[config.mk]
export PLATFORM = sky130hd
export DESIGN_NAME = bus_arbiter_rr
export DESIGN_NICKNAME = d
export VERILOG_FILES = /design/src/rtl/bus_arbiter_rr.sv
export SDC_FILE = /design/constraint.sdc
export NUM_CORES = 1
export LEC_CHECK = 0
export CAP_MARGIN = 20
export CORE_ASPECT_RATIO = 1.2
export CORE_MARGIN = 1
export CORE_UTILIZATION = 45
export CTS_BUF_LIST = sky130_fd_sc_hd__clkbuf_8
export DETAILED_ROUTE_END_ITERATION = 10
export HOLD_SLACK_MARGIN = 0.08
export PLACE_DENSITY_LB_ADDON = 0.3
export SYNTH_ARGS = -nofsm -noshare
export SYNTH_HDL_FRONTEND = slang
export SYNTH_SLANG_ARGS = --single-unit
[constraint.sdc]
create_clock -name clock -period 5.8 [get_ports clock]
set_input_delay 0.58 -clock clock [delete_from_list [all_inputs] [get_ports clock]]
set_output_delay 0.58 -clock clock [all_outputs]
set_load 0.02 [all_outputs]
[src/rtl/bus_arbiter_rr.sv]
// Round-robin bus arbiter: one-hot grant, ownership tracked via shared begin/end/error strobes.
// Latency: request -> grant 2 edges (request register + arbitration), end/error -> grant low 1 edge.
// Backpressure: none; requests are level-held, grant is held until end/error (or watchdog with BUS_ARBITER_TIMEOUT_EN).
module bus_arbiter_rr #(
    parameter int NR_OF_MASTERS  = 4,
    parameter int TIMEOUT_CYCLES = 64
) (
    input  logic                     clock,
    input  logic                     reset,
    input  logic [NR_OF_MASTERS-1:0] requestIn,
    input  logic                     beginTransactionIn,
    input  logic                     endTransactionIn,
    input  logic                     busErrorIn,
    output logic [NR_OF_MASTERS-1:0] grantOut,
    output logic [2:0]               grantIdOut,
    output logic                     busOwnedOut,
    output logic                     timeoutOut
);

    if (NR_OF_MASTERS < 2 || NR_OF_MASTERS > 8 || TIMEOUT_CYCLES < 1) begin : gBadParams
        $error("bus_arbiter_rr: illegal parameter values");
    end

    typedef enum logic [1:0] {
        IDLE    = 2'd0,
        GRANT   = 2'd1,
        ACTIVE  = 2'd2,
        RELEASE = 2'd3
    } stateT;

    stateT                     state;
    stateT                     stateNext;
    logic [NR_OF_MASTERS-1:0]  requestReg;
    logic [NR_OF_MASTERS-1:0]  grantNext;
    logic [2:0]                lastId;
    logic [2:0]                lastIdNext;
    logic [2:0]                grantIdNext;
    logic [2:0]                winnerId;
    logic                      winnerFound;
    logic                      ownedNext;
    logic                      watchdogExpire;
    int                        bestDist;

    // Distance of a master from the rotating search start (lastId+1).
    function automatic int searchDist(input int idx, input logic [2:0] last);
        return (idx + NR_OF_MASTERS - 1 - int'(last)) % NR_OF_MASTERS;
    endfunction

    always_comb begin
        winnerFound = 1'b0;
        winnerId    = '0;
        bestDist    = NR_OF_MASTERS;
        for (int j = 0; j < NR_OF_MASTERS; j++) begin
            if (requestReg[j] && searchDist(j, lastId) < bestDist) begin
                bestDist    = searchDist(j, lastId);
                winnerId    = 3'(j);
                winnerFound = 1'b1;
            end
        end
    end

    always_comb begin
        stateNext   = state;
        grantNext   = grantOut;
        grantIdNext = grantIdOut;
        lastIdNext  = lastId;
        case (state)
            IDLE: begin
                if (!busErrorIn && winnerFound) begin
                    stateNext   = GRANT;
                    grantNext   = NR_OF_MASTERS'(1) << winnerId;
                    grantIdNext = winnerId;
                    lastIdNext  = winnerId;
                end
            end
            GRANT: begin
                if (busErrorIn) begin
                    stateNext = RELEASE;
                end else if (beginTransactionIn) begin
                    // A zero-length transaction (begin and end together) frees the bus at once.
                    stateNext = endTransactionIn ? RELEASE : ACTIVE;
                end else if (watchdogExpire) begin
                    stateNext = RELEASE;
                end
            end
            ACTIVE: begin
                if (busErrorIn || endTransactionIn) begin
                    stateNext = RELEASE;
                end
            end
            RELEASE: stateNext = IDLE;
            default: stateNext = IDLE;
        endcase
        if (stateNext == RELEASE || stateNext == IDLE) begin
            grantNext = '0;
        end
    end

    assign ownedNext = (stateNext == GRANT) || (stateNext == ACTIVE);

    always_ff @(posedge clock or negedge reset) begin
        if (!reset) begin
            state       <= IDLE;
            requestReg  <= '0;
            lastId      <= 3'(NR_OF_MASTERS - 1);
            grantOut    <= '0;
            grantIdOut  <= '0;
            busOwnedOut <= 1'b0;
        end else begin
            state       <= stateNext;
            requestReg  <= requestIn;
            lastId      <= lastIdNext;
            grantOut    <= grantNext;
            grantIdOut  <= grantIdNext;
            busOwnedOut <= ownedNext;
        end
    end

`ifdef BUS_ARBITER_TIMEOUT_EN
    localparam int CntW = $clog2(TIMEOUT_CYCLES) + 1;

    logic [CntW-1:0] watchdogCount;
    logic            timeoutFlag;

    // Expire on the edge where the count would reach TIMEOUT_CYCLES, i.e. after exactly that many GRANT cycles.
    assign watchdogExpire = (state == GRANT) && (watchdogCount == CntW'(TIMEOUT_CYCLES - 1));

    always_ff @(posedge clock or negedge reset) begin
        if (!reset) begin
            watchdogCount <= '0;
            timeoutFlag   <= 1'b0;
        end else begin
            if (state == IDLE) begin
                watchdogCount <= '0;
            end else if (state == GRANT) begin
                watchdogCount <= watchdogCount + CntW'(1);
            end
            if (watchdogExpire && !busErrorIn && !beginTransactionIn) begin
                timeoutFlag <= 1'b1;
            end
        end
    end

    assign timeoutOut = timeoutFlag;
`else
    assign watchdogExpire = 1'b0;
    assign timeoutOut     = 1'b0;
`endif

endmodule

==> key figures, run 1 <==
Floorplan
  • Die boundary width: 41.6 µm
  • Starting density of the core: 0.499
  • Boundary Pins: 18
  • Die height: 49.6 µm
  • Core ar.: 1700 µm²
  • Placement row count: 16
  • Die outline area: 2060 µm²

Timing
  • Hold Slack: 0.489 ns
  • Max-slew violations: 0
  • Final hold violation count: 0
  • Clock period minus worst slack: 4.02 ns
  • Total negative slack: 0 ns
  • Max-Slew Margin vs Limit: 0.559
  • Post-route clock period utilization: 0.693
  • Fmax: 249 MHz
  • Worst Setup Slack, final: 1.78 ns
  • Worst setup skew after layout: 0.00417 ns
  • Setup Viol. Count Final: 0
  • Slew at the pin closest to its max-slew limit: 0.660 ns
  • RSZ-0062 raised after global routing: no

Placement
  • Placed cell count: 111
  • Buffers added on ports: 15
  • Post-detail-place hpwl: 1230 µm
  • Post-placement worst setup slack: 1.78 ns
  • Weighted congestion at the end of routability-driven global placement: 0.790

Worst hold path
  • Worst Min Path Start: grantOut[3]$_DFFE_PN0P_
  • Cells on Worst Hold Path: 2
  • Capture endpoint of the worst hold path: grantOut[3]$_DFFE_PN0P_
  • Worst Hold Class: register to register

Critical path
  • Critical path's most frequent cell: ha_1
  • Peak per-stage delay on the critical path: 0.59 ns
  • Worst-path cell with the longest stage delay: dfstp_2
  • Buffers plus inverters on the worst setup path: 1
  • Data arrival time of the worst path: 4.15 ns
  • Sort of element at the end of the critical path: register
  • Worst R2R Path Depth: 15
  • Worst R2R End: grantIdOut[1]$_DFFE_PN0P_
  • Reg-to-reg setup timing slack: 1.78 ns
  • Crit Reg-Reg Startpoint: lastId[0]$_DFFE_PN1P_
  • Kind of cell with the highest combined delay on the critical path: compound AO/OA/AOI/OAI gates
  • Element type at the critical path start: register
  • Data required time of the worst path: 5.93 ns
  • Category of the most critical setup path: register to register
  • Cells along the critical path: xnor2_1 -> inv_1 -> ha_1 -> a21oi_2 -> o21a_2 -> mux2_4 -> ha_1 -> o22ai_1 -> a22oi_2 -> mux2_4 -> ha_1 -> o31ai_1 -> a221oi_2 -> a22oi_2 -> mux2_2
  • Worst-path fanout max: 5

Finish
  • Seq. cell area: 378 µm²
  • P&R area growth vs syn: 22.6%
  • Diodes inserted: 0
  • Highest-count cells in the layout ignoring fill and taps: clkdlybuf4s50_1, dfrtp_1, nand2_1
  • Fill cell instance count of the final layout: 155
  • Final layout net count: 110
  • Area used by multi-input combinational logic: 429 µm²
  • Final std cells w/o fill: 115
  • Commonest non-fill, non-tap cell in the layout: clkdlybuf4s50_1
  • Fraction of final layout cells sized beyond drive strength 1: 0.175

Routing
  • Via count: 667
  • Number of iterations in the first detailed-routing pass: 4
  • DR vias/cell: 5.80
  • Starting DRC count in detailed routing: 11
  • Antenna violation net count after detailed routing: 0
  • DR WL/cell: 14.1 µm
  • Detailed-route wire length: 1620 µm
  • Count of unresolved DRC violations after routing: 0

Clock tree
  • Clock edge transition at the registers on the reported setup and hold paths: 0.06 ns
  • CTS-repair resized insts: 0
  • H-Tree Depth: 1
  • CTS buffer count: 3
  • Clock tree root buffer cell: clkbuf_8
  • Post-CTS Setup Repair Bufs: 0
  • Worst-case clock buffer depth: 2
  • Clock tree from TritonCTS: yes
  • Clock latency on the worst-skew pair: 0.25 ns
  • Number of buffers inserted by hold repair at cts: 0
  • Number of sinks driven by the clock tree: 15

GRT
  • Remaining global-route overflow: 0
  • Largest net degree at the start of global routing: 16
  • Number of antenna violations at the first check in global routing: 0
  • Via count of the first global-routing pass: 649
  • Global-route usage over all layers: 0.184
  • Global-route wire length before repair: 2880 µm

Synthesis
  • Seq/Total Area, Yosys: 0.445
  • Number of flip-flops and latches in the synthesized netlist: 15
  • Synth Instances: 81
  • Library cells used by synthesis: 34
  • Count of yosys warnings during synthesis: 0
  • Mean instance size in the synthesized netlist: 10.5 µm²
  • Post-synthesis instance area: 848 µm²

Power and ir drop
  • Final Power: 586 µW
  • Maximum resistive drop on vdd: 297 µV
  • Pwr dens: 563 nW/µm²
  • Static leakage: 0.000450 µW

Flow run
  • Number of violations of the max-capacitance limit: 0

Outcome
  • Result of the run: complete, no violations
-- power by group --
group          switching, µW  internal [µW]
clock                   34.7           46.8
sequential              42.0            141
combinational            165            156
-- per-layer routing --
metal	routed length (µm)	up-vias	share of wire	global-route usage
met5	0	-	0	0
met4	14	0	0.0086	0.0860
met3	49	2	0.030	0.0366
met2	832	14	0.51	0.289
met1	726	323	0.45	0.241
li1	-	328	-	-
-- cell usage after synthesis --
library cell,number,area share
nor2b_1,1,0.0074
o21a_2,1,0.010
a22o_1,1,0.010
and4b_1,1,0.012
xor2_1,1,0.010
nor2_1,5,0.022
a221oi_1,2,0.021
dfrtp_1,13,0.38
xnor2_1,1,0.010
a22oi_2,2,0.029
buf_4,4,0.035
o22ai_1,1,0.0074
conb_1,1,0.0044
nand3b_1,1,0.0089
inv_1,4,0.018
a21oi_1,5,0.029
ha_1,3,0.044
nor4_1,1,0.0074
a21o_2,1,0.010
a21o_1,2,0.018
a221oi_2,1,0.018
or4_1,1,0.0089
nand2b_1,2,0.015
o21ai_0,1,0.0059
nand2_1,8,0.035
a21oi_2,1,0.010
nor4_2,1,0.015
mux2_4,2,0.035
o41ai_2,1,0.019
nor3_1,3,0.018
o31ai_1,1,0.0089
o21ai_1,4,0.024
dfstp_2,2,0.062
mux2_2,2,0.027
-- state kept, by name (all words and copies together) (netlist names) --
register,cells
busOwnedOut,1
requestReg,4
grantOut,4
state,2
grantIdOut,2
lastId,2
-- worst max-delay path by stage --
| stage | startpoint | to | cells after the start |
|---|---|---|---|
| finish | lastId[0]$_DFFE_PN1P_ | grantIdOut[1]$_DFFE_PN0P_ | 15 |
| global route | lastId[0]$_DFFE_PN1P_ | grantIdOut[1]$_DFFE_PN0P_ | 15 |
| floorplan | lastId[0]$_DFFE_PN1P_ | grantIdOut[1]$_DFFE_PN0P_ | 15 |
| detailed placement | lastId[0]$_DFFE_PN1P_ | grantIdOut[1]$_DFFE_PN0P_ | 15 |
| CTS | lastId[0]$_DFFE_PN1P_ | grantIdOut[1]$_DFFE_PN0P_ | 15 |
| global placement | lastId[0]$_DFFE_PN1P_ | grantIdOut[1]$_DFFE_PN0P_ | 15 |
-- worst reg2reg max path: stages, from the launching register on --
cell and delay [ns]:
dfstp_2 0.59, xnor2_1 0.19, inv_1 0.08, ha_1 0.33, a21oi_2 0.16, o21a_2 0.20, mux2_4 0.32, ha_1 0.27
o22ai_1 0.10, a22oi_2 0.27, mux2_4 0.34, ha_1 0.30, o31ai_1 0.09, a221oi_2 0.26, a22oi_2 0.13, mux2_2 0.29
-- cell type report --
class | instances | area share
multi-input combinational | 59 | 0.413
sequential | 15 | 0.363
timing repair buffer | 15 | 0.144
clock buffer | 3 | 0.0397
tap | 18 | 0.0217
inverter | 4 | 0.0144
clock inverter | 1 | 0.00361
-- per-stage QoR --
stage          area, µm²  utilization
2_1_floorplan        852            -
3_3_place_gp         995        0.585
3_5_place_dp         995        0.585
4_1_cts             1040        0.611
5_1_grt             1040        0.611
6_report            1040        0.611
-- cell families (layout without fill, tap and decap cells) --
| kind of cell | Yosys count | count (layout) | share of synthesized area |
|---|---|---|---|
| other | 1 | 2 | 0.00442 |
| DFF | 15 | 15 | 0.445 |
| adders and majority gates | 3 | 3 | 0.0443 |
| xor gates and xnor gates | 2 | 2 | 0.0207 |
| AOI/OAI and AO/OA | 24 | 24 | 0.221 |
| buffers and inverters | 8 | 23 | 0.0531 |
| and+or+nand+nor | 24 | 24 | 0.149 |
| muxes | 4 | 4 | 0.0619 |
No activity file was read; power rests on OpenSTA's default activity.
==> run 2, diff against run 1 <==
clock period = 3.3 ns   (was 5.8 ns; I/O delays follow)
==> key figures, run 2 (synthesized netlist as in run 1, its figures left out) <==
Clock tree
  • Clock edge transition at the registers on the reported setup and hold paths: 0.06 ns (about the same)
  • Worst-case clock buffer depth: 2 (unchanged)
  • Number of buffers inserted by hold repair at cts: 0 (unchanged)
  • H-Tree Depth: 1 (unchanged)
  • Number of sinks driven by the clock tree: 15 (unchanged)
  • CTS buffer count: 3 (unchanged)
  • Clock tree root buffer cell: clkbuf_8
  • Clock tree from TritonCTS: yes
  • Clock latency on the worst-skew pair: 0.24 ns (about the same)

GRT
  • Number of antenna violations at the first check in global routing: 0 (unchanged)
  • Remaining global-route overflow: 0 (unchanged)
  • Largest net degree at the start of global routing: 16 (unchanged)
  • Global-route wire length before repair: 3650 µm (+27%)
  • Via count of the first global-routing pass: 758 (+17%)
  • Global-route usage over all layers: 0.232 (+0.0484)

Worst hold path
  • Worst Hold Class: input port to asynchronous set/reset pin

Timing
  • Post-route clock period utilization: 1.11 (+0.418)
  • Setup Viol. Count Final: 8 (+8)
  • Final hold violation count: 0 (unchanged)
  • Worst Setup Slack, final: -0.368 ns (-2.15 ns)
  • Max-slew violations: 0 (unchanged)
  • Clock period minus worst slack: 3.67 ns (-0.352 ns)
  • RSZ-0062 raised after global routing: yes
  • Worst setup skew after layout: 0.00141 ns (-0.00277 ns)
  • Slew at the pin closest to its max-slew limit: 0.754 ns (+0.0939 ns)
  • Fmax: 273 MHz (+9.6%)
  • Max-Slew Margin vs Limit: 0.493 (-0.0654)

Routing
  • Via count: 709 (+6.3%)
  • Starting DRC count in detailed routing: 11 (unchanged)
  • Antenna violation net count after detailed routing: 0 (unchanged)
  • Detailed-route wire length: 2070 µm (+28%)
  • DR WL/cell: 15.8 µm (+12%)
  • Top routing layer in use: met4
  • Number of iterations in the first detailed-routing pass: 4 (unchanged)
  • DR vias/cell: 5.41 (-6.7%)
  • Routed wl met2: 1190 µm (+43%)
  • Met3 wire length: 44 µm (-10%)
  • Count of unresolved DRC violations after routing: 0 (unchanged)
  • Wire length on met1: 822 µm (+13%)

Placement
  • Post-detail-place hpwl: 1520 µm (+23%)
  • Weighted congestion at the end of routability-driven global placement: 0.795 (+0.57%)
  • Placed cell count: 123 (+11%)
  • Buffers added on ports: 15 (unchanged)
  • Instance area after placement: 1160 µm² (+17%)

Finish
  • Final layout net count: 126 (+15%)
  • P&R area growth vs syn: 49.6%
  • Non-Filler Cell Area, Final: 1270 µm² (+22%)
  • Final std cells w/o fill: 131 (+14%)
  • Commonest non-fill, non-tap cell in the layout: buf_4
  • End-of-flow core utilization: 0.746 (+0.135)
  • Area used by multi-input combinational logic: 537 µm² (+25%)
  • Highest-count cells in the layout ignoring fill and taps: buf_4, clkdlybuf4s50_1, dfrtp_1, nand2_1, nor2_1
  • Registers with the most flip-flops: grantOut (4), requestReg (4)
  • Fraction of final layout cells sized beyond drive strength 1: 0.407 (+0.232)
  • Diodes inserted: 0 (unchanged)
  • Seq. cell area: 378 µm² (unchanged)
  • Fill cell instance count of the final layout: 125 (-19%)

Critical path
  • Sort of element at the end of the critical path: register
  • Cells along the critical path: xnor2_4 -> inv_2 -> ha_4 -> a21oi_4 -> o21a_2 -> mux2_4 -> ha_4 -> and4b_1 -> a22oi_2 -> mux2_4 -> ha_4 -> o31ai_2 -> a221oi_2 -> a22oi_2 -> mux2_4
  • Element type at the critical path start: register
  • Peak per-stage delay on the critical path: 0.60 ns (about the same)
  • Category of the most critical setup path: register to register
  • Worst R2R Path Depth: 15 (unchanged)
  • Data arrival time of the worst path: 3.80 ns (-0.35 ns)
  • Worst-path cell with the longest stage delay: dfstp_2
  • Data required time of the worst path: 3.43 ns (-2.50 ns)
  • Worst-path fanout max: 4 (-1)

Floorplan
  • Die boundary width: 41.6 µm (unchanged)
  • Placement row count: 16 (unchanged)
  • Core ar.: 1700 µm² (unchanged)
  • Die height: 49.6 µm (unchanged)
  • Boundary Pins: 18 (unchanged)
  • Starting density of the core: 0.499 (unchanged)
  • Die outline area: 2060 µm² (unchanged)

Power and ir drop
  • Maximum resistive drop on vdd: 640 µV (+120%)
  • Pwr dens: 1130 nW/µm² (+100%)
  • Static leakage: 0.000546 µW (+21%)

Flow run
  • Number of violations of the max-capacitance limit: 0 (unchanged)

Outcome
  • Failing checks: setup timing
  • Result of the run: finished, violations left
run 2: changes by cell type in the layout (fill, tap and decap cells not counted), sizes merged:
| cell | delta |
|---|---|
| clkinv | +1 |
| inv | -1 |
| buf | +16 |
run 2: path summary, 6_finish.rpt:
kind	from	endpoint	slack (ns)
min reg2reg	grantOut[3]$_DFFE_PN0P_	grantOut[3]$_DFFE_PN0P_	0.50
min in group clock	grantOut[3]$_DFFE_PN0P_	grantOut[3]$_DFFE_PN0P_	0.50
max reg2reg	lastId[1]$_DFFE_PN1P_	grantIdOut[1]$_DFFE_PN0P_	-0.37
max	lastId[1]$_DFFE_PN1P_	grantIdOut[1]$_DFFE_PN0P_	-0.37
min	reset	state[1]$_DFF_PN0_	0.48
max in group asynchronous	reset	grantIdOut[0]$_DFFE_PN0P_	2.41
run 2: where the power goes:
group          total (µW)  switching (µW)  leakage [µW]  internal (µW)
Clock                 146            62.4     0.0000255           83.5
Combinational         965             428      0.000338            538
Sequential            326            76.9      0.000182            249
Total                1440             567      0.000546            870
run 2: worst max-delay path, delay by kind of cell, from the launching register on:
family,cells,cell delay (ns)
DFF,1,0.60
and+or+nand+nor,1,0.28
adders and majority gates,3,0.69
AOI/OAI and AO/OA,6,0.84
xor gates and xnor gates,1,0.13
buffers and inverters,1,0.06
muxes,3,0.93
run 2: final cells by class:
| class | instances | area share |
|---|---|---|
| Multi-Input combinational cell | 59 | 0.423 |
| Sequential cell | 15 | 0.298 |
| Timing Repair Buffer | 31 | 0.213 |
| Clock buffer | 3 | 0.0325 |
| Tap cell | 18 | 0.0178 |
| Inverter | 4 | 0.0118 |
| Clock inverter | 1 | 0.00394 |
run 2: through the flow:
step | total power, µW | setup slack, ns | TNS (ns) | hold slack, ns
finish | 1440 | -0.368 | -2.33 | 0.481
global route | 1530 | -0.500 | -3.54 | 0.530
CTS | 1400 | -0.364 | -2.29 | 0.503
detailed placement | 1170 | -0.386 | -2.33 | 0.489
global placement | 1120 | -0.326 | -1.78 | 0.465
floorplan | 900 | -0.299 | -1.38 | 0.0344
run 2: per-layer routing:
metal	GRT usage	vias up
met4	0.0645	0
li1	-	355
met1	0.276	341
met2	0.427	11
met5	0	-
met3	0.0330	2
run 2: repair_timing:
item | 4_1_cts | 5_1_grt
setup buffers | 3 | 1
hold endpoints to repair | 0 | 0
endpoints found under the setup margin | 8 | 8
pin swaps | 9 | 2
resized for setup | 4 | 2
